[src/rtl/fp_exponent_align_mul_if.sv]
// Operand/result handshake bundle for the exponent unit.
// The slave view belongs to the exponent unit; the master view drives it and takes its results.
interface fp_exponent_align_mul_if #(
    parameter int unsigned EXP_WIDTH   = 8,
    parameter int unsigned SHIFT_WIDTH = 5
);
    logic                   valid_in;
    logic                   ready_out;
    logic                   mode_in;
    logic [EXP_WIDTH-1:0]   in_exp_a;
    logic [EXP_WIDTH-1:0]   in_exp_b;
    logic                   valid_out;
    logic                   ready_in;
    logic [EXP_WIDTH-1:0]   out_exp;
    logic [SHIFT_WIDTH-1:0] out_shift;
    logic                   out_swap;
    logic                   out_shift_sat;
    logic                   out_ovf;
    logic                   out_unf;

    modport slave (
        input  valid_in, mode_in, in_exp_a, in_exp_b, ready_in,
        output ready_out, valid_out, out_exp, out_shift, out_swap, out_shift_sat, out_ovf, out_unf
    );

    modport master (
        output valid_in, mode_in, in_exp_a, in_exp_b, ready_in,
        input  ready_out, valid_out, out_exp, out_shift, out_swap, out_shift_sat, out_ovf, out_unf
    );
endinterface

[src/rtl/fp_exponent_align_mul.sv]
// Two-stage exponent unit: ADD picks the larger exponent and a saturated alignment shift,
// MUL forms the biased exponent sum with overflow/underflow clamping.
module fp_exponent_align_mul #(
    parameter int unsigned EXP_WIDTH   = 8,
    parameter int unsigned BIAS        = 127,
    parameter int unsigned SHIFT_WIDTH = 5,
    parameter int unsigned MAX_SHIFT   = 27
) (
    input logic                    clk,
    input logic                    reset_n,
    fp_exponent_align_mul_if.slave bus
);
    localparam int unsigned RAW_W = EXP_WIDTH + 2;

    typedef logic signed [RAW_W-1:0] raw_t;

    localparam raw_t OVF_LIM  = raw_t'((2 ** EXP_WIDTH) - 1);
    localparam raw_t SAT_LIM  = raw_t'(MAX_SHIFT);
    localparam raw_t BIAS_X   = raw_t'(BIAS);
    localparam raw_t RAW_ZERO = raw_t'(0);

    logic                   rdy_en;
    logic                   s1_valid;
    logic                   s1_mode;
    logic                   s1_swap;
    logic                   s1_zero;
    logic [EXP_WIDTH-1:0]   s1_max;
    raw_t                   s1_raw;

    logic                   s2_valid;
    logic [EXP_WIDTH-1:0]   s2_exp;
    logic [SHIFT_WIDTH-1:0] s2_shift;
    logic                   s2_swap;
    logic                   s2_sat;
    logic                   s2_ovf;
    logic                   s2_unf;

    logic                   out_xfer_c;
    logic                   s1_advance_c;
    logic                   ready_c;
    logic                   in_xfer_c;

    raw_t                   a_x_c;
    raw_t                   b_x_c;
    raw_t                   raw_c;
    logic                   swap_c;
    logic                   zero_c;
    logic [EXP_WIDTH-1:0]   max_c;

    logic [EXP_WIDTH-1:0]   exp_c;
    logic [SHIFT_WIDTH-1:0] shift_c;
    logic                   swap2_c;
    logic                   sat_c;
    logic                   ovf_c;
    logic                   unf_c;

    // Pipeline advance; ready is held low until the first edge after reset release
    assign out_xfer_c   = s2_valid & bus.ready_in;
    assign s1_advance_c = s1_valid & (~s2_valid | out_xfer_c);
    assign ready_c      = rdy_en & (~s1_valid | s1_advance_c);
    assign in_xfer_c    = bus.valid_in & ready_c;

    // Stage 1 operand evaluation on the extended signed range
    always_comb begin
        a_x_c  = raw_t'({2'b00, bus.in_exp_a});
        b_x_c  = raw_t'({2'b00, bus.in_exp_b});
        swap_c = bus.in_exp_b > bus.in_exp_a;
        max_c  = swap_c ? bus.in_exp_b : bus.in_exp_a;
        zero_c = (bus.in_exp_a == '0) || (bus.in_exp_b == '0);
        if (bus.mode_in) begin
            raw_c = a_x_c + b_x_c - BIAS_X;
        end else begin
            raw_c = swap_c ? (b_x_c - a_x_c) : (a_x_c - b_x_c);
        end
    end

    // Stage 2 result formation; MUL checks are ordered zero, overflow, underflow
    always_comb begin
        exp_c   = '0;
        shift_c = '0;
        swap2_c = 1'b0;
        sat_c   = 1'b0;
        ovf_c   = 1'b0;
        unf_c   = 1'b0;
        if (!s1_mode) begin
            exp_c   = s1_max;
            swap2_c = s1_swap;
            if (s1_raw > SAT_LIM) begin
                sat_c   = 1'b1;
                shift_c = SHIFT_WIDTH'(MAX_SHIFT);
            end else begin
                shift_c = s1_raw[SHIFT_WIDTH-1:0];
            end
        end else if (s1_zero) begin
            exp_c = '0;
        end else if (s1_raw >= OVF_LIM) begin
            exp_c = '1;
            ovf_c = 1'b1;
        end else if (s1_raw <= RAW_ZERO) begin
            unf_c = 1'b1;
        end else begin
            exp_c = s1_raw[EXP_WIDTH-1:0];
        end
    end

    always_ff @(posedge clk or negedge reset_n) begin
        if (!reset_n) begin
            rdy_en   <= 1'b0;
            s1_valid <= 1'b0;
            s1_mode  <= 1'b0;
            s1_swap  <= 1'b0;
            s1_zero  <= 1'b0;
            s1_max   <= '0;
            s1_raw   <= '0;
        end else begin
            rdy_en <= 1'b1;
            if (in_xfer_c) begin
                s1_valid <= 1'b1;
                s1_mode  <= bus.mode_in;
                s1_swap  <= swap_c;
                s1_zero  <= zero_c;
                s1_max   <= max_c;
                s1_raw   <= raw_c;
            end else if (s1_advance_c) begin
                s1_valid <= 1'b0;
            end
        end
    end

    always_ff @(posedge clk or negedge reset_n) begin
        if (!reset_n) begin
            s2_valid <= 1'b0;
            s2_exp   <= '0;
            s2_shift <= '0;
            s2_swap  <= 1'b0;
            s2_sat   <= 1'b0;
            s2_ovf   <= 1'b0;
            s2_unf   <= 1'b0;
        end else if (s1_advance_c) begin
            s2_valid <= 1'b1;
            s2_exp   <= exp_c;
            s2_shift <= shift_c;
            s2_swap  <= swap2_c;
            s2_sat   <= sat_c;
            s2_ovf   <= ovf_c;
            s2_unf   <= unf_c;
        end else if (out_xfer_c) begin
            s2_valid <= 1'b0;
        end
    end

    assign bus.ready_out     = ready_c;
    assign bus.valid_out     = s2_valid;
    assign bus.out_exp       = s2_exp;
    assign bus.out_shift     = s2_shift;
    assign bus.out_swap      = s2_swap;
    assign bus.out_shift_sat = s2_sat;
    assign bus.out_ovf       = s2_ovf;
    assign bus.out_unf       = s2_unf;

endmodule
[src/flat_wrapper.sv]
// flat-port wrapper written by rule: the top's interface ports become plain ports
module fp_exponent_align_mul_flat 
#(
    parameter int unsigned EXP_WIDTH   = 8,
    parameter int unsigned BIAS        = 127,
    parameter int unsigned SHIFT_WIDTH = 5,
    parameter int unsigned MAX_SHIFT   = 27
)
  (clk, reset_n, bus_valid_in, bus_mode_in, bus_in_exp_a, bus_in_exp_b, bus_ready_in, bus_ready_out, bus_valid_out, bus_out_exp, bus_out_shift, bus_out_swap, bus_out_shift_sat, bus_out_ovf, bus_out_unf);
  fp_exponent_align_mul_if #(.EXP_WIDTH(EXP_WIDTH), .SHIFT_WIDTH(SHIFT_WIDTH)) bus_i ();
  input logic clk;
  input logic reset_n;
  input wire logic [$bits(bus_i.valid_in)-1:0] bus_valid_in;
  input wire logic [$bits(bus_i.mode_in)-1:0] bus_mode_in;
  input wire logic [$bits(bus_i.in_exp_a)-1:0] bus_in_exp_a;
  input wire logic [$bits(bus_i.in_exp_b)-1:0] bus_in_exp_b;
  input wire logic [$bits(bus_i.ready_in)-1:0] bus_ready_in;
  output wire logic [$bits(bus_i.ready_out)-1:0] bus_ready_out;
  output wire logic [$bits(bus_i.valid_out)-1:0] bus_valid_out;
  output wire logic [$bits(bus_i.out_exp)-1:0] bus_out_exp;
  output wire logic [$bits(bus_i.out_shift)-1:0] bus_out_shift;
  output wire logic [$bits(bus_i.out_swap)-1:0] bus_out_swap;
  output wire logic [$bits(bus_i.out_shift_sat)-1:0] bus_out_shift_sat;
  output wire logic [$bits(bus_i.out_ovf)-1:0] bus_out_ovf;
  output wire logic [$bits(bus_i.out_unf)-1:0] bus_out_unf;
  assign bus_i.valid_in = bus_valid_in;
  assign bus_i.mode_in = bus_mode_in;
  assign bus_i.in_exp_a = bus_in_exp_a;
  assign bus_i.in_exp_b = bus_in_exp_b;
  assign bus_i.ready_in = bus_ready_in;
  assign bus_ready_out = bus_i.ready_out;
  assign bus_valid_out = bus_i.valid_out;
  assign bus_out_exp = bus_i.out_exp;
  assign bus_out_shift = bus_i.out_shift;
  assign bus_out_swap = bus_i.out_swap;
  assign bus_out_shift_sat = bus_i.out_shift_sat;
  assign bus_out_ovf = bus_i.out_ovf;
  assign bus_out_unf = bus_i.out_unf;
  fp_exponent_align_mul #(.EXP_WIDTH(EXP_WIDTH), .BIAS(BIAS), .SHIFT_WIDTH(SHIFT_WIDTH), .MAX_SHIFT(MAX_SHIFT)) u_core (.clk(clk), .reset_n(reset_n), .bus(bus_i));
endmodule
[config.mk]
export PLATFORM = sky130hd
export DESIGN_NAME = fp_exponent_align_mul_flat
export DESIGN_NICKNAME = d
export VERILOG_FILES = /design/src/rtl/fp_exponent_align_mul_if.sv /design/src/rtl/fp_exponent_align_mul.sv /design/src/flat_wrapper.sv
export SDC_FILE = /design/constraint.sdc
export NUM_CORES = 1
export LEC_CHECK = 0
export CAP_MARGIN = 20
export CORE_ASPECT_RATIO = 1.25
export CORE_MARGIN = 2
export CORE_UTILIZATION = 50
export DETAILED_ROUTE_END_ITERATION = 16
export HOLD_SLACK_MARGIN = 0.02
export PLACE_DENSITY_LB_ADDON = 0.05
export REMOVE_ABC_BUFFERS = 1
export SLEW_MARGIN = 15
export SYNTH_ARGS = -nofsm -noshare
export SYNTH_HDL_FRONTEND = slang
export SYNTH_SLANG_ARGS = --single-unit
[constraint.sdc]
create_clock -name clk -period 4.79 [get_ports clk]
set_input_delay 0.479 -clock clk [delete_from_list [all_inputs] [get_ports clk]]
set_output_delay 0.479 -clock clk [all_outputs]
set_load 0.01 [all_outputs]
==> flow_metrics.py, run 1 <==
metrics = {
    "outcome": {
        "status": "finished clean",
    },
    "floorplanning": {
        "die_x_um": 76.2,
        "start_util_pct": 52.2,
        "io_pins": 40,
        "design.core.area_sq_um": 6250,
        "die_area_sq_um": 7180,
        "num_rows": 32,
        "die-height_um": 94.3,
    },
    "pwr": {
        "p_leak_nw": 1.63,
        "power.density_nw_per_um2": 317,
        "clkPwrFrac_pct": 18.2,
        "p_switching_uw": 423,
        "p_comb_share_pct": 40.2,
        "internal_power_uw": 773,
        "switching_share_pct": 35.4,
        "peakVddDrop_uv": 170,
        "p_seq_share_pct": 41.6,
    },
    "global_route": {
        "grt_usage_pct": 23.1,
        "grt_pass1_vias": 2741,
        "gr-total-overflow": 0,
        "grt_pass1_wl_um": 13300,
        "grt_max_degree": 42,
        "antenna_found_initial": 0,
    },
    "cells_and_area": {
        "areaGrowthSynthToFinish_pct": 15.6,
        "diodes": 0,
        "fin_cells": 508,
        "nFillCells": 615,
        "num-nets-final": 472,
        "drive_gt1_share_pct": 5.44,
        "final_core_util_pct": 60.3,
    },
    "placement": {
        "numPortBuffers": 39,
        "hpwl_um": 6130,
        "place_congestion": 0.929,
        "numPlacedInstances": 501,
    },
    "route": {
        "viasPerCell": 5.80,
        "drtIter0Drc": 123,
        "routed_wl_um": 7860,
        "wl_per_cell_um": 15.5,
        "drc_errors": 0,
        "dr.pass1.iters": 4,
        "postRouteAntennaNets": 0,
        "num_vias": 2948,
    },
    "yosys": {
        "seq_area_frac_synth_pct": 31.5,
        "synth_area_leader_cell": "dfrtp_1",
        "synth_warnings": 0,
        "synth_cell_types": 70,
        "synthFlopType": "dfrtp_1",
        "synthTopCellsByArea": "dfrtp_1, ha_1, o21ai_0",
        "syn-instance-count": 393,
        "ys_async_sr_fraction_pct": 100,
        "ys_seq_elements": 41,
        "syn-cell-area_sq_um": 3260,
        "synth.top_cell.area_share_pct": 31.5,
        "avgSynthCellArea_sq_um": 8.29,
        "synth-edff-count": 0,
    },
    "critical_path": {
        "crit_fanout": 20,
        "worstPathArrival_ns": 3.68,
        "critPathCaptureType": "flip-flop",
        "required_ns": 5.01,
        "critPathKind": "primary input to flip-flop",
        "crit_path_start_kind": "primary input",
    },
    "clocking": {
        "hold_buffers": 0,
        "postCtsSetupRepairBufs": 0,
        "clkTransAtPathRegs_ns": 0.07,
        "tritoncts": "done",
        "h-tree-depth": 2,
        "cts.path.max_buffers": 2,
        "cts_num_sinks": 41,
        "numCtsBuffers": 5,
        "ctsResizeCount": 0,
        "cts_root_buffer": "clkbuf_8",
        "clock_latency_ns": 0.28,
    },
    "sta": {
        "fmax_ghz": 0.289,
        "period_minus_slack_ns": 3.46,
        "fin_setup_tns_ns": 0,
        "fin_crit_sh_pct": 72.1,
        "worst_slew_pin_slew_ns": 0.875,
        "clock_skew_ns": 0.00412,
        "fin_hold_ws_ns": 0.311,
        "rsz0062_at_grt": "false",
        "finalMaxSlewViolations": 0,
        "maxSlewHeadroom_pct": 41.6,
        "finalSetupViolCount": 0,
        "hold_viol_final": 0,
    },
    "run": {
        "max_cap_violations": 0,
    },
    "worst_hold_path": {
        "hp-class": "primary input to async pin",
    },
}
critical path, stage by stage:
cell and delay [ns]:
clkdlybuf4s50_1 0.65, inv_1 0.15, ha_1 0.39, nor2b_1 0.17, o31a_1 0.28, o21a_1 0.26
a21boi_1 0.15, buf_4 0.26, mux2_1 0.37, or4_1 0.41, nand3_1 0.09
cells in the mapped netlist, drive strengths merged (2+ instances only):
cell type and count:
dfrtp 41, inv 26, nand2b 7, nand4 2, nor2b 6, a31oi 5
nor3b 9, nor2 34, o221ai 2, clkbuf 13, a21o 3, and3 2
o21ai 42, a211o 2, fa 3, a211oi 4, o41ai 2, and2 2
mux2i 5, xnor2 10, nand2 44, or4 3, buf 6, ha 25
a21boi 2, a221oi 2, or3 8, nor3 9, nand3 8, a21oi 27
nor4 8, a221o 2, o31ai 2, xor2 3, o21a 3
metrics by stage:
| stage | total power, mW | worst slack (ns) | area, sq um |
|---|---|---|---|
| 5_1_grt | 1.28 | 1.19 | 3770 |
| 6_report | 1.20 | 1.33 | 3770 |
| 3_5_place_dp | 0.985 | 1.07 | 3680 |
| 3_3_place_gp | 0.974 | 1.15 | 3680 |
| 4_1_cts | 1.21 | 1.36 | 3770 |
| 2_1_floorplan | 0.779 | 1.37 | 3170 |
power by group through the flow:
stage | clock, mW | sequential (mW) | combinational [mW]
after floorplan | 0 | 0.509 | 0.270
after global placement | 0 | 0.502 | 0.472
after detailed placement | 0 | 0.505 | 0.480
after CTS | 0.226 | 0.498 | 0.482
after global routing | 0.236 | 0.512 | 0.533
final | 0.218 | 0.498 | 0.481
final cells by class:
| cell class | instances | area [sq um] | share of cell area (%) |
|---|---|---|---|
| Timing Repair Buffer | 42 | 408 | 10.8 |
| Sequential cell | 41 | 1030 | 27.2 |
| Clock buffer | 7 | 86.3 | 2.29 |
| Multi-Input combinational cell | 307 | 2040 | 54.2 |
| Tap cell | 85 | 106 | 2.82 |
| Inverter | 26 | 97.6 | 2.59 |
path summary, 6_finish.rpt:
kind	startpoint	to	slack, ns	cells after the start
min	reset_n	u_core.bus.out_exp[2]$_DFFE_PN0P_	0.31	1
min in group clk	u_core.s1_max[5]$_DFFE_PN0P_	u_core.s1_max[5]$_DFFE_PN0P_	0.48	2
max	bus_in_exp_b[1]	u_core.s1_raw[2]$_DFFE_PN0P_	1.33	11
max reg2reg	u_core.s1_mode$_DFFE_PN0P_	u_core.bus.out_exp[2]$_DFFE_PN0P_	2.92	3
max in group asynchronous	reset_n	u_core.s1_max[7]$_DFFE_PN0P_	3.92	1
min reg2reg	u_core.s1_max[5]$_DFFE_PN0P_	u_core.s1_max[5]$_DFFE_PN0P_	0.48	2
routing by layer:
| layer | wire length [um] | global-route usage, % | up-vias |
|---|---|---|---|
| li1 | - | - | 1459 |
| met3 | 249 | 1.92 | 16 |
| met5 | 0 | 0 | - |
| met2 | 3910 | 41.2 | 81 |
| met4 | 206 | 8.79 | 0 |
| met1 | 3490 | 29.2 | 1392 |
state kept, by name, summed over array words and instances (netlist names), 5 cells and up:
name                  flops
u_core.s1_max             8
u_core.bus.out_shift      5
u_core.s1_raw            10
u_core.bus.out_exp        8
layout by cell type (no fill, tap or decap), drive strengths merged, types with 7 or more instances in the layout:
cell type	count
a21oi	27
nor3	9
nor2	34
xnor2	10
clkdlybuf4s50	38
nor4	8
ha	25
nor3b	9
clkbuf	7
inv	26
nand2b	7
or3	8
dfrtp	41
o21ai	42
nand3	8
nand2	44
logic make-up after synthesis:
family,share of synthesized area (%)
fa+ha+maj,11.4
mux,2.00
other cells,0.115
buf+inv,5.84
flops,31.5
xor+xnor,3.49
simple gates,24.1
compound gates,21.6
No activity file was read; power rests on OpenSTA's default activity.
==> inputs of run 2 (changes only) <==
==> constraint.sdc (replaced) <==
create_clock -name clk -period 3.3 [get_ports clk]
set_input_delay 0.33 -clock clk [delete_from_list [all_inputs] [get_ports clk]]
set_output_delay 0.33 -clock clk [all_outputs]
set_load 0.01 [all_outputs]
==> run 2 against run 1 <==
Net effect: largest power group unchanged; global-route usage is 1.4 points higher; non-clock buffer count is 15 higher; final area is 3.8% higher; routed wire length is 5.0% higher; die area stayed put; highest routed layer unchanged.
==> flow_metrics.py, run 2 (synthesis gave the netlist of run 1 again) <==
metrics = {
    "pwr": {
        "p_leak_nw": 1.72,
        "finalPower_mw": 1.86,
        "peakVddDrop_uv": 270,
        "power.density_nw_per_um2": 475,
    },
    "floorplanning": {
        "num_rows": 32,
        "start_util_pct": 52.2,
        "design.core.area_sq_um": 6250,
        "io_pins": 40,
        "die_x_um": 76.2,
        "die_area_sq_um": 7180,
        "die-height_um": 94.3,
    },
    "critical_path": {
        "cpPeakStageDelay_ns": 0.53,
        "critPathSlowestCell": "clkdlybuf4s50_1",
        "path_cells": "clkdlybuf4s50_1 > inv_1 > ha_1 > fa_1 > nor2b_1 > o21ai_0 > and4b_1 > or4_4 > nor3_2 > a211o_1 > o221ai_1",
        "worstPathArrival_ns": 3.06,
        "critPathCaptureType": "flip-flop",
        "critical_path.top_delay_family": "simple AND/OR/NAND/NOR gates",
        "path_buf_inv": 2,
        "crit_path_start_kind": "primary input",
        "crit_fanout": 4,
        "critPathKind": "primary input to flip-flop",
        "required_ns": 3.45,
    },
    "route": {
        "drc_errors": 0,
        "routed_wl_um": 8250,
        "wl_per_cell_um": 15.7,
        "drtIter0Drc": 144,
        "num_vias": 3017,
        "viasPerCell": 5.76,
        "dr.pass1.iters": 4,
        "postRouteAntennaNets": 0,
    },
    "cells_and_area": {
        "areaGrowthSynthToFinish_pct": 20.0,
        "top_register": "u_core.s1_raw",
        "num-nets-final": 487,
        "nFillCells": 567,
        "drive_gt1_share_pct": 8.88,
        "final_core_util_pct": 62.6,
        "layout_common_cells": "nand2_1, dfrtp_1, o21ai_0, clkdlybuf4s50_1, nor2_1",
        "diodes": 0,
        "seq_area_sq_um": 1030,
        "multi_input_area_sq_um": 2040,
        "final_common_cell": "nand2_1",
        "largest_reg_flops": 10,
    },
    "global_route": {
        "grt_pass1_wl_um": 14200,
        "grt_pass1_vias": 2944,
        "antenna_found_initial": 0,
        "grt_usage_pct": 24.5,
        "grt_max_degree": 42,
        "gr-total-overflow": 0,
    },
    "sta": {
        "fin_crit_sh_pct": 88.3,
        "finalSetupViolCount": 0,
        "fin_ws_ns": 0.387,
        "maxSlewHeadroom_pct": 41.5,
        "finalMaxSlewViolations": 0,
        "period_minus_slack_ns": 2.91,
        "fin_setup_tns_ns": 0,
        "worst_slew_pin_slew_ns": 0.877,
        "rsz0062_at_grt": "false",
        "fmax_ghz": 0.343,
        "clock_skew_ns": 0.00511,
        "hold_viol_final": 0,
    },
    "placement": {
        "place_congestion": 0.910,
        "numPortBuffers": 39,
        "dp_slack_ns": 0.0934,
        "hpwl_um": 6520,
    },
    "clocking": {
        "cts.path.max_buffers": 2,
        "clkTransAtPathRegs_ns": 0.08,
        "cts_num_sinks": 41,
        "postCtsSetupRepairBufs": 0,
        "cts_root_buffer": "clkbuf_8",
        "tritoncts": "done",
        "clock_latency_ns": 0.28,
        "h-tree-depth": 2,
        "ctsResizeCount": 0,
        "numCtsBuffers": 5,
        "hold_buffers": 0,
    },
    "outcome": {
        "status": "finished clean",
    },
    "worst_hold_path": {
        "hp-class": "primary input to async pin",
    },
    "run": {
        "max_cap_violations": 0,
    },
}
run 2: changes by cell type in the layout (fill, tap and decap cells not counted), sizes merged:
cell    previous run  this run
buf                4        19
bufinv             0         1
run 2: layout make-up:
class,count,share of cell area (%)
repair buffers,57,13.3
multi-input cells,307,52.3
flip-flops and latches,41,26.2
clock inverters,1,0.768
clock buffers,7,2.21
well taps,85,2.72
inverters,26,2.50
run 2: metrics by stage:
stage	std cells	cell area [sq um]	hold WS, ns
finish	524	3910	0.148
CTS	524	3910	0.190
global placement	516	3790	0.455
detailed placement	516	3790	0.469
floorplan	374	3170	0.0344
global route	524	3910	0.230
run 2: power by group:
part           total, mW  switching, mW  internal (mW)
sequential         0.728          0.105          0.622
clock              0.408          0.162          0.247
combinational      0.722          0.371          0.351
run 2: routing by layer:
layer | global-route usage, % | share of wire [%] | vias to the layer above | routed length (um)
li1 | - | - | 1487 | -
met1 | 31.2 | 45 | 1433 | 3690
met2 | 42.9 | 50 | 85 | 4090
met3 | 2.60 | 3.6 | 12 | 297
met4 | 9.39 | 2.0 | 0 | 168
met5 | 0 | 0 | - | 0
run 2: final timing paths:
kind                       cells past startpoint  slack [ns]                                start                                  end
max reg2reg                                    7        1.36     u_core.bus.valid_out$_DFFE_PN0P_         u_core.s1_raw[8]$_DFFE_PN0P_
max                                           11        0.39                      bus_in_exp_b[0]         u_core.s1_raw[8]$_DFFE_PN0P_
min reg2reg                                    2        0.48  u_core.bus.out_shift[3]$_DFFE_PN0P_  u_core.bus.out_shift[3]$_DFFE_PN0P_
min in group clk                               2        0.48  u_core.bus.out_shift[3]$_DFFE_PN0P_  u_core.bus.out_shift[3]$_DFFE_PN0P_
min                                            1        0.15                              reset_n    u_core.bus.out_exp[2]$_DFFE_PN0P_
max in group asynchronous                      1        2.59                              reset_n         u_core.s1_max[6]$_DFFE_PN0P_
run 2: worst reg2reg max path, cell delays in order, from the launching register on:
cell and delay [ns]:
dfrtp_1 0.39, nand3b_1 0.16, nand3_1 0.31, nor3_1 0.37
nand2_1 0.09, a211oi_1 0.20, a211o_1 0.18, o221ai_1 0.12
==> inputs of run 3 (changes only) <==
--- a/config.mk
+++ b/config.mk
@@ -5,6 +5,7 @@
 export SDC_FILE = /design/constraint.sdc
 export NUM_CORES = 1
 export LEC_CHECK = 0
+export ABC_AREA = 0
 export CAP_MARGIN = 20
 export CORE_ASPECT_RATIO = 1.25
 export CORE_MARGIN = 2
==> results of run 3 <==
The final DEF is identical to that of run 2; final timing and power are the same.
